$ cat src/rtl/mem_port_arbiter.sv
// mem_port_arbiter: shares one synchronous single-port memory between the
// instruction-fetch requester (read-only) and the load/store requester.
// One transaction is outstanding at a time. Data wins when both request,
// unless fetch has already waited through STARVE_LIMIT data grants.
//
// Ports:
//   clk, rst_n                          clock, asynchronous active-low reset
//   i_req/i_addr -> i_gnt               fetch request handshake
//   i_rvalid/i_rdata                    fetch response (one-cycle pulse)
//   d_req/d_we/d_addr/d_wdata -> d_gnt  load/store request handshake
//   d_done/d_rdata                      load/store response (one-cycle pulse)
//   mem_addr/mem_data_in/mem_write      registered memory command
//   mem_data_out                        memory read data
//   busy                                FSM is outside IDLE
module mem_port_arbiter #(
    parameter int DATA_WIDTH   = 32,
    parameter int MEM_LATENCY  = 1,
    parameter int STARVE_LIMIT = 4
) (
    input  logic                  clk,
    input  logic                  rst_n,
    input  logic                  i_req,
    input  logic [DATA_WIDTH-1:0] i_addr,
    output logic                  i_gnt,
    output logic                  i_rvalid,
    output logic [DATA_WIDTH-1:0] i_rdata,
    input  logic                  d_req,
    input  logic                  d_we,
    input  logic [DATA_WIDTH-1:0] d_addr,
    input  logic [DATA_WIDTH-1:0] d_wdata,
    output logic                  d_gnt,
    output logic                  d_done,
    output logic [DATA_WIDTH-1:0] d_rdata,
    output logic [DATA_WIDTH-1:0] mem_addr,
    output logic [DATA_WIDTH-1:0] mem_data_in,
    output logic                  mem_write,
    input  logic [DATA_WIDTH-1:0] mem_data_out,
    output logic                  busy
);

    typedef enum logic [1:0] {
        ST_IDLE = 2'd0,
        ST_WAIT = 2'd1,
        ST_RESP = 2'd2
    } state_e;

    localparam logic [3:0] LAT_LAST   = 4'(MEM_LATENCY - 1);
    localparam logic [3:0] STARVE_MAX = 4'(STARVE_LIMIT);

    state_e                state_q, state_d;
    logic [3:0]            wait_cnt_q, wait_cnt_d;
    logic [3:0]            starve_q, starve_d;
    logic                  mem_write_q, mem_write_d;
    logic                  owner_q;     // 1 = data port owns the transaction
    logic                  we_q;
    logic [DATA_WIDTH-1:0] addr_q;
    logic [DATA_WIDTH-1:0] wdata_q;
    logic                  i_rvalid_q, d_done_q;
    logic [DATA_WIDTH-1:0] i_rdata_q, d_rdata_q;

    logic                  pick_d_s;
    logic                  i_gnt_s, d_gnt_s;

    // Arbitration: data wins unless fetch has been passed over STARVE_LIMIT times.
    // The grant is combinational so it lands in the same cycle as the request;
    // it is masked by rst_n so every output reads 0 while reset is held.
    always_comb begin
        pick_d_s = d_req & (~i_req | (starve_q < STARVE_MAX));
        if ((state_q == ST_IDLE) && rst_n) begin
            d_gnt_s = pick_d_s;
            i_gnt_s = i_req & ~pick_d_s;
        end else begin
            d_gnt_s = 1'b0;
            i_gnt_s = 1'b0;
        end
    end

    // Next-state logic for the FSM, wait counter, starvation counter and write strobe.
    always_comb begin
        state_d     = state_q;
        wait_cnt_d  = wait_cnt_q;
        starve_d    = starve_q;
        mem_write_d = 1'b0;
        case (state_q)
            ST_IDLE: begin
                if (i_gnt_s || d_gnt_s) begin
                    state_d     = ST_WAIT;
                    wait_cnt_d  = 4'd0;
                    // Write strobe is registered so it covers only the first WAIT cycle.
                    mem_write_d = d_gnt_s & d_we;
                    if (i_gnt_s) begin
                        starve_d = 4'd0;
                    end else if (i_req && (starve_q != 4'hF)) begin
                        starve_d = starve_q + 4'd1;
                    end else begin
                        starve_d = starve_q;
                    end
                end else begin
                    state_d = ST_IDLE;
                end
            end
            ST_WAIT: begin
                wait_cnt_d = wait_cnt_q + 4'd1;
                if (wait_cnt_q == LAT_LAST) begin
                    state_d = ST_RESP;
                end else begin
                    state_d = ST_WAIT;
                end
            end
            ST_RESP: begin
                state_d = ST_IDLE;
            end
            default: begin
                state_d = ST_IDLE;
            end
        endcase
    end

    // FSM state, counters and write strobe registers.
    always_ff @(posedge clk or negedge rst_n) begin
        if (!rst_n) begin
            state_q     <= ST_IDLE;
            wait_cnt_q  <= 4'd0;
            starve_q    <= 4'd0;
            mem_write_q <= 1'b0;
        end else begin
            state_q     <= state_d;
            wait_cnt_q  <= wait_cnt_d;
            starve_q    <= starve_d;
            mem_write_q <= mem_write_d;
        end
    end

    // Transaction latch: captured on the grant edge, held through WAIT and RESP.
    always_ff @(posedge clk or negedge rst_n) begin
        if (!rst_n) begin
            owner_q <= 1'b0;
            we_q    <= 1'b0;
            addr_q  <= '0;
            wdata_q <= '0;
        end else if (d_gnt_s) begin
            owner_q <= 1'b1;
            we_q    <= d_we;
            addr_q  <= d_addr;
            wdata_q <= d_wdata;
        end else if (i_gnt_s) begin
            owner_q <= 1'b0;
            we_q    <= 1'b0;
            addr_q  <= i_addr;
            wdata_q <= '0;
        end else begin
            owner_q <= owner_q;
            we_q    <= we_q;
            addr_q  <= addr_q;
            wdata_q <= wdata_q;
        end
    end

    // Response capture on the edge leaving RESP; rdata holds until that port's next response.
    always_ff @(posedge clk or negedge rst_n) begin
        if (!rst_n) begin
            i_rvalid_q <= 1'b0;
            d_done_q   <= 1'b0;
            i_rdata_q  <= '0;
            d_rdata_q  <= '0;
        end else begin
            i_rvalid_q <= (state_q == ST_RESP) & ~owner_q;
            d_done_q   <= (state_q == ST_RESP) & owner_q;
            if ((state_q == ST_RESP) && !owner_q) begin
                i_rdata_q <= mem_data_out;
            end else begin
                i_rdata_q <= i_rdata_q;
            end
            if ((state_q == ST_RESP) && owner_q) begin
                d_rdata_q <= we_q ? '0 : mem_data_out;
            end else begin
                d_rdata_q <= d_rdata_q;
            end
        end
    end

    assign i_gnt       = i_gnt_s;
    assign d_gnt       = d_gnt_s;
    assign i_rvalid    = i_rvalid_q;
    assign i_rdata     = i_rdata_q;
    assign d_done      = d_done_q;
    assign d_rdata     = d_rdata_q;
    assign mem_addr    = addr_q;
    assign mem_data_in = wdata_q;
    assign mem_write   = mem_write_q;
    assign busy        = (state_q != ST_IDLE);

endmodule

$ cat config.mk
export PLATFORM = sky130hd
export DESIGN_NAME = mem_port_arbiter
export DESIGN_NICKNAME = d
export VERILOG_FILES = /design/src/rtl/mem_port_arbiter.sv
export SDC_FILE = /design/constraint.sdc
export NUM_CORES = 1
export LEC_CHECK = 0
export ABC_AREA = 1
export BUFFER_PORTS_ARGS = -buffer_cell sky130_fd_sc_hd__buf_2
export CAP_MARGIN = 30
export CORE_ASPECT_RATIO = 0.5
export CORE_MARGIN = 2
export CORE_UTILIZATION = 45
export DETAILED_ROUTE_END_ITERATION = 10
export GPL_TIMING_DRIVEN = 0
export PLACE_DENSITY_LB_ADDON = 0.12
export SYNTH_ARGS = -nofsm -noshare
export SYNTH_HDL_FRONTEND = slang
export SYNTH_SLANG_ARGS = --single-unit
$ cat constraint.sdc
create_clock -name clk -period 3.6 [get_ports clk]
set_input_delay 0.18 -clock clk [delete_from_list [all_inputs] [get_ports clk]]
set_output_delay 0.18 -clock clk [all_outputs]
set_load 0.01 [all_outputs]
After elaboration in Yosys (flattened, before gate mapping)

Index checks and enable logic that the tools add are counted.

Word-level logic and storage cells: 61
Input port bits: 133
Output and inout port bits: 134
Bits in registers: 143

Bitwise logic cells: 9
Mux-type cells: 19
$add $sub $neg: 2
Equality and inequality tests: 4
Order comparisons: 1
Reductions and logical operators: 14

Operators by type and width:

| kind                  | number |
|---|---|
| $mux W32              | 5 |
| $mux W4               | 3 |
| $add A4 B1 Y4 const B | 2 |
| $mux W1               | 8 |
| $pmux W4 S2           | 1 |
| $reduce_bool A2 Y1    | 4 |
| $and A1 B1 Y1         | 5 |
| $logic_and A1 B1 Y1   | 4 |
| $logic_not A4 Y1      | 1 |
| $lt A4 B3 Y1 const B  | 1 |
| $ne A4 B4 Y1 const B  | 1 |
| $pmux W2 S2           | 1 |
| $not A1 Y1            | 3 |
| $reduce_and A3 Y1     | 1 |
| $eq A2 B1 Y1 const B  | 1 |
| $eq A2 B2 Y1 const B  | 1 |
| $logic_not A2 Y1      | 1 |
| $mux W2               | 1 |
| $ne A2 B1 Y1 const B  | 1 |
| $reduce_and A2 Y1     | 1 |
| $logic_not A1 Y1      | 1 |
| $logic_or A1 B1 Y1    | 1 |
| $or A1 B1 Y1          | 1 |

Longest topological paths before layout

Gate-level depths: netlist of run 1.

Depth after elaboration: 9
Mapped depth: 8

Least setup slack after synthesis of run 1

No wires, ideal clock.

Path kind: flip-flop to flip-flop
Start: reg starve_q[2]
End: reg addr_q[11], in the netlist mem_addr[11]
Data arrival time: 1.196 ns
Slack: 2.286 ns
Stages on the path, launching flop included: 6
Clock period less this slack: 1.314 ns
Cells stage by stage: dfrtp_1 > o21ai_2 > clkbuf_1 > nand4_1 > nand3_1 > nand2_1

Longest elaborated chain between the ends: 7

RTL lines:

| what                         | RTL line | text |
|---|---|---|
| start: declaration           | 52       | `logic [3:0] starve_q, starve_d;` |
| start signal: assignment     | 129      | `starve_q <= starve_d;` |
| $lt A4 B3 Y1 *               | 68       | `pick_d_s = d_req & (~i_req \| (starve_q < STARVE_MAX));` |
| $or A1 B1 Y1 *               | 68       |  |
| $and A1 B1 Y1 *              | 68       |  |
| $not A1 Y1                   | 71       | `i_gnt_s = i_req & ~pick_d_s;` |
| $and A1 B1 Y1                | 71       |  |
| $mux W1                      | 69       | `if ((state_q == ST_IDLE) && rst_n) begin` |
| $reduce_bool A2 Y1 (no line) | --       |  |
| end signal: assignment       | 144      | `addr_q <= d_addr;` |
| end signal: assignment       | 149      | `addr_q <= i_addr;` |
| end signal: assignment       | 154      | `addr_q <= addr_q;` |
| end: declaration             | 56       | `logic [DATA_WIDTH-1:0] addr_q;` |

Every way passes the cells marked *; elsewhere a longest branch is shown, timed or not.
A chain may end at the register's enable or synchronous reset.

Final worst setup path of run 1

Start: in rst_n
End: out d_gnt

Longest elaborated chain between the ends: 2

RTL lines:

| what                | RTL line | text |
|---|---|---|
| start: declaration  | 21       | `input logic rst_n,` |
| $logic_and A1 B1 Y1 | 69       |  |
| $mux W1             | 69       |  |
| end: declaration    | 31       | `output logic d_gnt,` |

No other way between the ends.

==> results_dict.tcl, run 1 <==
set metrics [dict create \
    syn_nets 894 \
    port_buffers 265 \
    grt_pass1_wl_um 28260 \
    die-area_sq_um 14890 \
    numCtsBuffers 17 \
    yosysUniqueCellTypes 24 \
    vias 6057 \
    startpoint_type "input pin" \
    gp_congestion 0.8681 \
    post-route-min-period_ps 2819 \
    synth_top_cell_by_area "dfrtp_1" \
    cts_tree "built" \
    power.share.switching_pct 38.17 \
    final_util_pct 66.49 \
    dpl_cell_area_sq_um 7844 \
    drt-total-wl_um 17440 \
    synth_top_area_share_pct 57.31 \
    synth_edf_count 0 \
    cp.arrival_ps 2640 \
    first_pass_iters 5 \
    nNetsFinal 1237 \
    p_per_area_nw_per_um2 815.2 \
    r2r_slack_ps 2000 \
    r2r_start "starve_q[2]" \
    grt_setup_unrepaired "false" \
    synth_top_flop_cell "dfrtp_1" \
    worst_pin_slew_ps 555.0 \
    cp.required_ps 3420 \
    wl_per_cell_um 13.37 \
    fin_area_sq_um 9010 \
    io_pins 267 \
    combPwrFrac_pct 38.3 \
    core.rowCount 30 \
    synth-warning-count 0 \
    p_switching_mw 2.804 \
    skew_ps 11.63 \
    worstSetupEndpointType "output pin" \
    slew_viol_final 0 \
    final_layout_size_suffix_gt1_share_pct 30.10 \
    final_common_cell "nand2_1" \
    synth_area_per_cell_sq_um 8.237 \
    cts-root-buf "clkbuf_16" \
    hp-class "in2reg" \
    start_util_pct 46.08 \
    hold_violations 0 \
    dp_hpwl_um 12210 \
    cts_max_level 4 \
    clkLatencyLatePin_ps 400 \
    clockBufferDepth 2 \
    drv_cap 0 \
    reg2reg_to "mem_addr[30]" \
    p_leak_nw 5.247 \
    intPower_mw 4.541 \
    synth_cells 758 \
    core-area_sq_um 13550 \
    slew_headroom_pct 63.00 \
    viasPerCell 4.641 \
    num_antenna_cells 0 \
    crit_path_start "rst_n" \
    pwr-share-seq_pct 37.9 \
    endpoint "d_gnt" \
    max_freq_mhz 354.7 \
    syn-cell-area_sq_um 6243 \
    ys_async_sr_fraction_pct 100.0 \
    gr-total-overflow 0 \
    vdd_ir_drop_max_mv 0.3355 \
    area_delta_synth_final_pct 44.31 \
    dieWidth_um 170.6 \
    first_global_vias 5885 \
    grt_max_degree 90 \
    reg2regPathDepth 5 \
    finalCritPeriodShare_pct 78.31 \
    path_class "in2out" \
    drtIter0Drc 331 \
    pwr-share-clk_pct 23.8 \
    die_y_um 87.29 \
    yosysSeqAreaShare_pct 57.31 \
    drc 0 \
    clk_pin_slew_ps 60 \
    ys_seq_elements 143 \
    path_max_fanout 89 \
    detail-route-antenna-nets 0 \
    track_usage_pct 23.96 \
    final_cell_mix "301 x nand2_1, 286 x buf_2, 143 x dfrtp_1" \
    status "finished, final reports clean" \
    netlist_top_cells_area "dfrtp_1 57%, nand2_1 18%, inv_1 6.7%, nand3_1 5.5%, nand4_1 3.2%" \
    setup_viol 0 \
    cts_sinks 143 \
    grt_antenna_before_repair 0 \
]
==> power by group through the flow <==
stage | sequential (mW) | clock (mW) | combinational (mW)
after CTS | 2.78 | 1.78 | 2.85
after global routing | 2.88 | 1.85 | 3.18
after detailed placement | 2.79 | 0 | 2.79
after floorplan | 3.12 | 0 | 1.21
after global placement | 2.78 | 0 | 2.72
final | 2.78 | 1.75 | 2.81
==> Yosys cell counts (2+ instances only) <==
| cell | count |
|---|---|
| nand2_1 | 301 |
| buf_4 | 7 |
| o21ai_1 | 12 |
| nand4_1 | 32 |
| inv_2 | 4 |
| ha_1 | 3 |
| nor2_1 | 4 |
| dfrtp_1 | 143 |
| nand3_1 | 68 |
| inv_1 | 111 |
| o22ai_1 | 2 |
| clkbuf_1 | 13 |
| o21ai_0 | 26 |
| buf_2 | 22 |
==> stage by stage <==
stage / TNS (ps) / total power, mW / instances / hold WS, ps / worst slack [ps]
6_report: 0 / 7.345 / 1305 / 8.876 / 780.7
5_1_grt: 0 / 7.902 / 1305 / 14.19 / 445.7
4_1_cts: 0 / 7.401 / 1305 / 0.8669 / 757.7
3_5_place_dp: 0 / 5.579 / 1216 / 182.1 / 1325
3_3_place_gp: -26220 / 5.500 / 1215 / 372.4 / -486.2
2_1_floorplan: 0 / 4.331 / 758 / -115.6 / 2286
==> how the worst min path moves through the flow <==
| stage | start | to | slack [ps] | cells past startpoint |
|---|---|---|---|---|
| floorplan | rst_n | d_done | -120 | 0 |
| global placement | d_wdata[6] | mem_data_in[6] | 370 | 3 |
| detailed placement | rst_n | i_rdata[13] | 180 | 1 |
| CTS | mem_data_out[11] | i_rdata[11] | 0.9 | 3 |
| global route | mem_data_out[14] | i_rdata[14] | 10 | 3 |
| finish | mem_data_out[3] | i_rdata[3] | 9 | 3 |
==> sequential cells by signal, summed over array words and instances (netlist names) <==
signal,count
mem_write,1
wait_cnt_q,4
owner_q,1
mem_addr,32
mem_data_in,32
i_rdata,32
d_done,1
state_q,2
d_rdata,32
we_q,1
starve_q,4
i_rvalid,1
==> layer usage <==
| metal | global-route usage (%) | routed length [um] | vias up |
|---|---|---|---|
| met5 | 0 | 0 | - |
| met4 | 5.361 | 169 | 0 |
| met3 | 5.770 | 996 | 19 |
| met2 | 40.74 | 8394 | 184 |
| met1 | 31.44 | 7882 | 2837 |
| li1 | - | - | 3017 |
==> timing repair <==
| item | in CTS | in global routing |
|---|---|---|
| buffers inserted | 0 | 0 |
| hold buffers | 58 | 0 |
| endpoints found under the hold margin | 113 | 0 |
| gates resized for setup | 0 | 0 |
| setup endpoints to repair | 0 | 0 |
==> layout make-up <==
class	instances	area (sq um)
clock inverter	12	132.6
buffer	42	211.5
tap	192	240.2
inverter	115	431.7
multi-input combinational	458	2022
clock buffer	19	452.9
fill	1158	4541
sequential	143	3578
timing repair buffer	324	1941
==> logic make-up (layout without fill, tap and decap cells) <==
kind of cell / Yosys count / in the layout / synth area share (%)
AND/OR/NAND/NOR: 409 / 409 / 27.72
buffers and inverters: 157 / 512 / 10.30
flip-flops: 143 / 143 / 57.31
AO/OA/AOI/OAI: 44 / 44 / 3.787
adder cells (fa/ha/maj): 3 / 3 / 0.6013
XOR/XNOR: 2 / 2 / 0.2806
==> critical path: stages <==
cell	delay [ps]
dlygate4sd3_1	560
buf_6	440
buf_16	420
nand2_1	150
inv_2	150
nand3_4	160
inv_2	160
buf_4	190
buf_2	150
(Power assumes the default switching activity.)
==> inputs of run 2 (changes only) <==
CORE_UTILIZATION = 43   (was 45)
clock period = 2.25 ns   (was 3.6 ns; I/O delays follow)
==> run 2 against run 1 <==
The flow now finishes with violations (hold timing). Combinational power is 61% higher. Flip-flop and latch count stayed put. Core utilization is 2.7 points lower. Final area is 1.3% higher. Clock skew is 0.64 ps higher. Cell count is 1.1% higher. Register-to-register slack worse by 1400 ps. Setup slack worse by 600 ps. Worst hold slack worse by 330 ps. Critical path type is now reg2out.
==> results_dict.tcl, run 2 (synthesized netlist as in run 1, its figures left out) <==
set metrics [dict create \
    status "complete, but fails checks" \
    violations "hold timing" \
    post-route-min-period_ps 2065 \
    vdd_ir_drop_max_mv 0.5454 \
    core-area_sq_um 14310 \
    cts_tree "built" \
    final_cell_mix "301 x nand2_1, 286 x buf_2, 143 x dfrtp_1" \
    vias 6091 \
    final_util_pct 63.79 \
    start_util_pct 43.62 \
    cp.required_ps 2140 \
    final_common_cell "nand2_1" \
    hp-class "in2async" \
    drc 0 \
    regArea_sq_um 3578 \
    numCtsBuffers 17 \
    num_antenna_cells 0 \
    dieWidth_um 174.4 \
    slew_viol_final 0 \
    fin_hold_ws_ps -321.3 \
    clockBufferDepth 2 \
    maxUsedRoutingLayer "met4" \
    grt_pass1_wl_um 28310 \
    route.layer.met1.wl_um 7817 \
    path_max_fanout 10 \
    grt_setup_unrepaired "false" \
    drtIter0Drc 263 \
    die-area_sq_um 15560 \
    viasPerCell 4.614 \
    dp_slack_ps 57.21 \
    drv_cap 0 \
    track_usage_pct 22.89 \
    final_layout_size_suffix_gt1_share_pct 29.86 \
    post_cts_buffers 0 \
    worst_pin_slew_ps 486.0 \
    startpoint_type "register" \
    first_global_vias 5936 \
    detail-route-antenna-nets 0 \
    tns_ps 0 \
    dpl_cell_area_sq_um 7851 \
    gp_congestion 0.8043 \
    dp_hpwl_um 12100 \
    grt_antenna_before_repair 0 \
    worstSetupEndpointType "output pin" \
    area_delta_synth_final_pct 46.23 \
    core.rowCount 31 \
    nNetsFinal 1246 \
    worst_slack_ps 184.7 \
    dp.cells 1222 \
    cp.arrival_ps 1950 \
    fin_area_sq_um 9130 \
    wl_per_cell_um 13.17 \
    skew_ps 12.27 \
    cts_sinks 143 \
    p_leak_nw 5.282 \
    setup_viol 0 \
    port_buffers 265 \
    die_y_um 89.21 \
    cts-root-buf "clkbuf_16" \
    p_per_area_nw_per_um2 1290 \
    grt_max_degree 74 \
    finalCritPeriodShare_pct 91.79 \
    power.total_mw 11.78 \
    hold_violations 143 \
    first_pass_iters 4 \
    layout.cells.non_filler 1320 \
    cts_max_level 4 \
    clk_pin_slew_ps 70 \
    slew_headroom_pct 67.60 \
    drt-total-wl_um 17390 \
    fillers 1292 \
    multiInputGateArea_sq_um 2022 \
    max_freq_mhz 484.2 \
    io_pins 267 \
    clkLatencyLatePin_ps 410 \
    wl_met3_um 1057 \
    gr-total-overflow 0 \
    path_class "reg2out" \
    wl_met2_um 8293 \
]
==> run 2: repair_timing <==
item / in CTS / in global routing
resized for setup: 0 / 3
hold buffers: 66 / 1
endpoints found under the setup margin: 0 / 2
endpoints found under the hold margin: 171 / 72
==> run 2: routing by layer <==
layer	GRT usage, %	vias up
li1	-	3036
met1	29.01	2861
met2	39.61	174
met3	5.867	20
met4	6.799	0
met5	0	-
==> run 2: report_power, final <==
part / switching (mW) / total (mW) / internal, mW
logic: 2.73 / 4.52 / 1.79
clock network: 1.16 / 2.81 / 1.65
registers: 0.651 / 4.45 / 3.80
total: 4.54 / 11.8 / 7.24
==> run 2: worst paths after layout <==
kind / start / to / slack [ps] / cells past startpoint
worst max-delay path: state_q[0] / d_gnt / 180 / 7
worst min-delay path: rst_n / i_rdata[23] / -320 / 2
worst max register to register: starve_q[2] / mem_addr[29] / 640 / 5
worst min register to register: i_rdata[2] / i_rdata[2] / 470 / 2
max in group asynchronous: rst_n / mem_addr[1] / 2230 / 2
min in group clk: i_addr[10] / mem_addr[10] / 10 / 5
==> run 2: critical path: stages, from the launching register on <==
cell and delay (ps):
dfrtp_1 440, nor2_2 200, nand2_1 110, inv_2 160
nand3_4 150, inv_2 160, buf_4 190, buf_2 140
==> run 2: area by class of cell <==
| class | count | share of cell area, % |
|---|---|---|
| clock inverter | 13 | 1.672 |
| timing repair buffer | 333 | 22.53 |
| multi-input combinational | 458 | 22.15 |
| inverter | 115 | 4.728 |
| buffer | 42 | 2.316 |
| clock buffer | 18 | 4.701 |
| sequential | 143 | 39.19 |
| tap | 198 | 2.713 |
==> inputs of run 3 (changes only) <==
--- a/constraint.sdc
+++ b/constraint.sdc
@@ -3,2 +3,2 @@
 set_output_delay 0.1125 -clock clk [all_outputs]
-set_load 0.01 [all_outputs]
+set_load 0.02 [all_outputs]
==> run 3 against run 2 <==
The flow still finishes with violations (hold timing). Wire length hardly changed. Non-clock buffer count stayed put. Clock skew stayed put. Sequential power hardly changed. Via count hardly changed. Largest cell class unchanged. Largest power group unchanged. Die area stayed put. Combinational power is 20% higher. Register-to-register slack hardly changed. Critical path depth stayed put.
==> results_dict.tcl, run 3 (synthesized netlist as in run 1, its figures left out) <==
set metrics [dict create \
    fin_hold_ws_ps -321.3 \
    hp-class "in2async" \
    cp.arrival_ps 1930 \
    area_delta_synth_final_pct 46.31 \
    grt_setup_unrepaired "false" \
    p_per_area_nw_per_um2 1388 \
    final_cell_mix "301 x nand2_1, 286 x buf_2, 143 x dfrtp_1" \
    worstSetupEndpointType "output pin" \
    grt_max_degree 74 \
    power.share.switching_pct 42.79 \
    layout.cells.non_filler 1320 \
    vias 6092 \
    slew_headroom_pct 67.60 \
    pwr-share-clk_pct 22.2 \
    p_leak_nw 5.284 \
    cts_tree "built" \
    grt_antenna_before_repair 0 \
    combPwrFrac_pct 42.7 \
    core.rowCount 31 \
    multiInputGateArea_sq_um 2027 \
    cp.required_ps 2140 \
    path_max_fanout 10 \
    gr-total-overflow 0 \
    slowest_stage "dfrtp_1" \
    start_util_pct 43.62 \
    post-route-min-period_ps 2047 \
    drv_cap 0 \
    slew_viol_final 0 \
    nNetsFinal 1246 \
    core-area_sq_um 14310 \
    skew_ps 12.27 \
    cts-root-buf "clkbuf_16" \
    finalCritPeriodShare_pct 91.00 \
    detail-route-antenna-nets 0 \
    fillers 1291 \
    cp_slowest_stage_delay_ps 450 \
    clk_pin_slew_ps 70 \
    startpoint_type "register" \
    tns_ps 0 \
    gp_congestion 0.8043 \
    intPower_mw 7.256 \
    final_layout_size_suffix_gt1_share_pct 29.86 \
    regArea_sq_um 3578 \
    clkLatencyLatePin_ps 410 \
    hold_violations 143 \
    vdd_ir_drop_max_mv 0.6177 \
    cts_sinks 143 \
    die_y_um 89.21 \
    pwr-share-seq_pct 35.1 \
    final_util_pct 63.83 \
    num_antenna_cells 0 \
    first_global_vias 5936 \
    cpMostUsedCell "inv_2" \
    status "complete, but fails checks" \
    track_usage_pct 22.89 \
    final_common_cell "nand2_1" \
    viasPerCell 4.615 \
    io_pins 267 \
    die-area_sq_um 15560 \
    path_cells "nor2_4 -> nand2_1 -> inv_2 -> nand3_4 -> inv_2 -> buf_4 -> buf_2" \
    violations "hold timing" \
    path_class "reg2out" \
    first_pass_iters 4 \
    clockBufferDepth 2 \
    grt_pass1_wl_um 28310 \
    p_switching_mw 5.427 \
    wl_per_cell_um 13.17 \
    drc 0 \
    numCtsBuffers 17 \
    drtIter0Drc 263 \
    max_freq_mhz 488.4 \
    dp_hpwl_um 12100 \
    drt-total-wl_um 17380 \
    dieWidth_um 174.4 \
    setup_viol 0 \
    worst_pin_slew_ps 486.0 \
    r2r_slack_ps 640 \
    cts_max_level 4 \
    port_buffers 265 \
    dp.cells 1222 \
]
[run 3: cell types whose count changed in the layout (fill, tap and decap cells not counted)]
cell    change
nor2_4      +1
nor2_2      -1
[run 3: area by class of cell]
| type | count | area share, % |
|---|---|---|
| Sequential cell | 143 | 39.17 |
| Timing Repair Buffer | 333 | 22.52 |
| Multi-Input combinational cell | 458 | 22.19 |
| Inverter | 115 | 4.725 |
| Clock buffer | 18 | 4.698 |
| Tap cell | 198 | 2.712 |
| Buffer | 42 | 2.315 |
| Clock inverter | 13 | 1.671 |
[run 3: metrics by stage]
step           setup WS (ps)  hold slack, ps  power, mW  cell area, sq um
4_1_cts                17.76          -259.0      12.77              9094
6_report               202.6          -321.3      12.68              9135
2_1_floorplan          936.3          -183.1      7.801              6243
5_1_grt                34.16          -302.4      13.61              9135
3_3_place_gp           -1771           306.1      9.688              7818
3_5_place_dp           23.57           177.9      9.816              7851
[run 3: final timing paths]
path,from,endpoint,cells past startpoint
worst max-delay path,state_q[0],d_gnt,7
worst min-delay path,rst_n,i_rdata[23],2
worst max register to register,starve_q[2],mem_addr[29],5
worst min register to register,i_rdata[2],i_rdata[2],2
max in group asynchronous,rst_n,mem_addr[1],2
min in group clk,i_addr[10],mem_addr[10],5
[run 3: what timing repair did]
action / 4_1_cts / 5_1_grt
hold endpoints to repair: 171 / 72
hold buffers: 66 / 1
setup endpoints to repair: 0 / 2
setup buffers: 0 / 0
gates resized for setup: 0 / 4
[run 3: power groups by stage]
stage	Combinational, mW	Sequential [mW]	Clock [mW]
2_1_floorplan	1.94	5.86	0
3_3_place_gp	5.25	4.43	0
3_5_place_dp	5.35	4.46	0
4_1_cts	5.46	4.44	2.87
5_1_grt	6.01	4.60	2.99
6_report	5.42	4.45	2.81
[run 3: per-layer routing]
| metal | vias to the layer above | part of all wire [%] | global-route usage (%) |
|---|---|---|---|
| met5 | - | 0 | 0 |
| met3 | 20 | 6.1 | 5.867 |
| li1 | 3035 | - | - |
| met2 | 176 | 48 | 39.61 |
| met1 | 2861 | 45 | 29.01 |
| met4 | 0 | 1.3 | 6.799 |
[run 3: critical path, delay by kind of cell, from the launching register on]
kind          cells  cell delay, ps
buf+inv           4             690
simple gates      3             390
flops             1             450
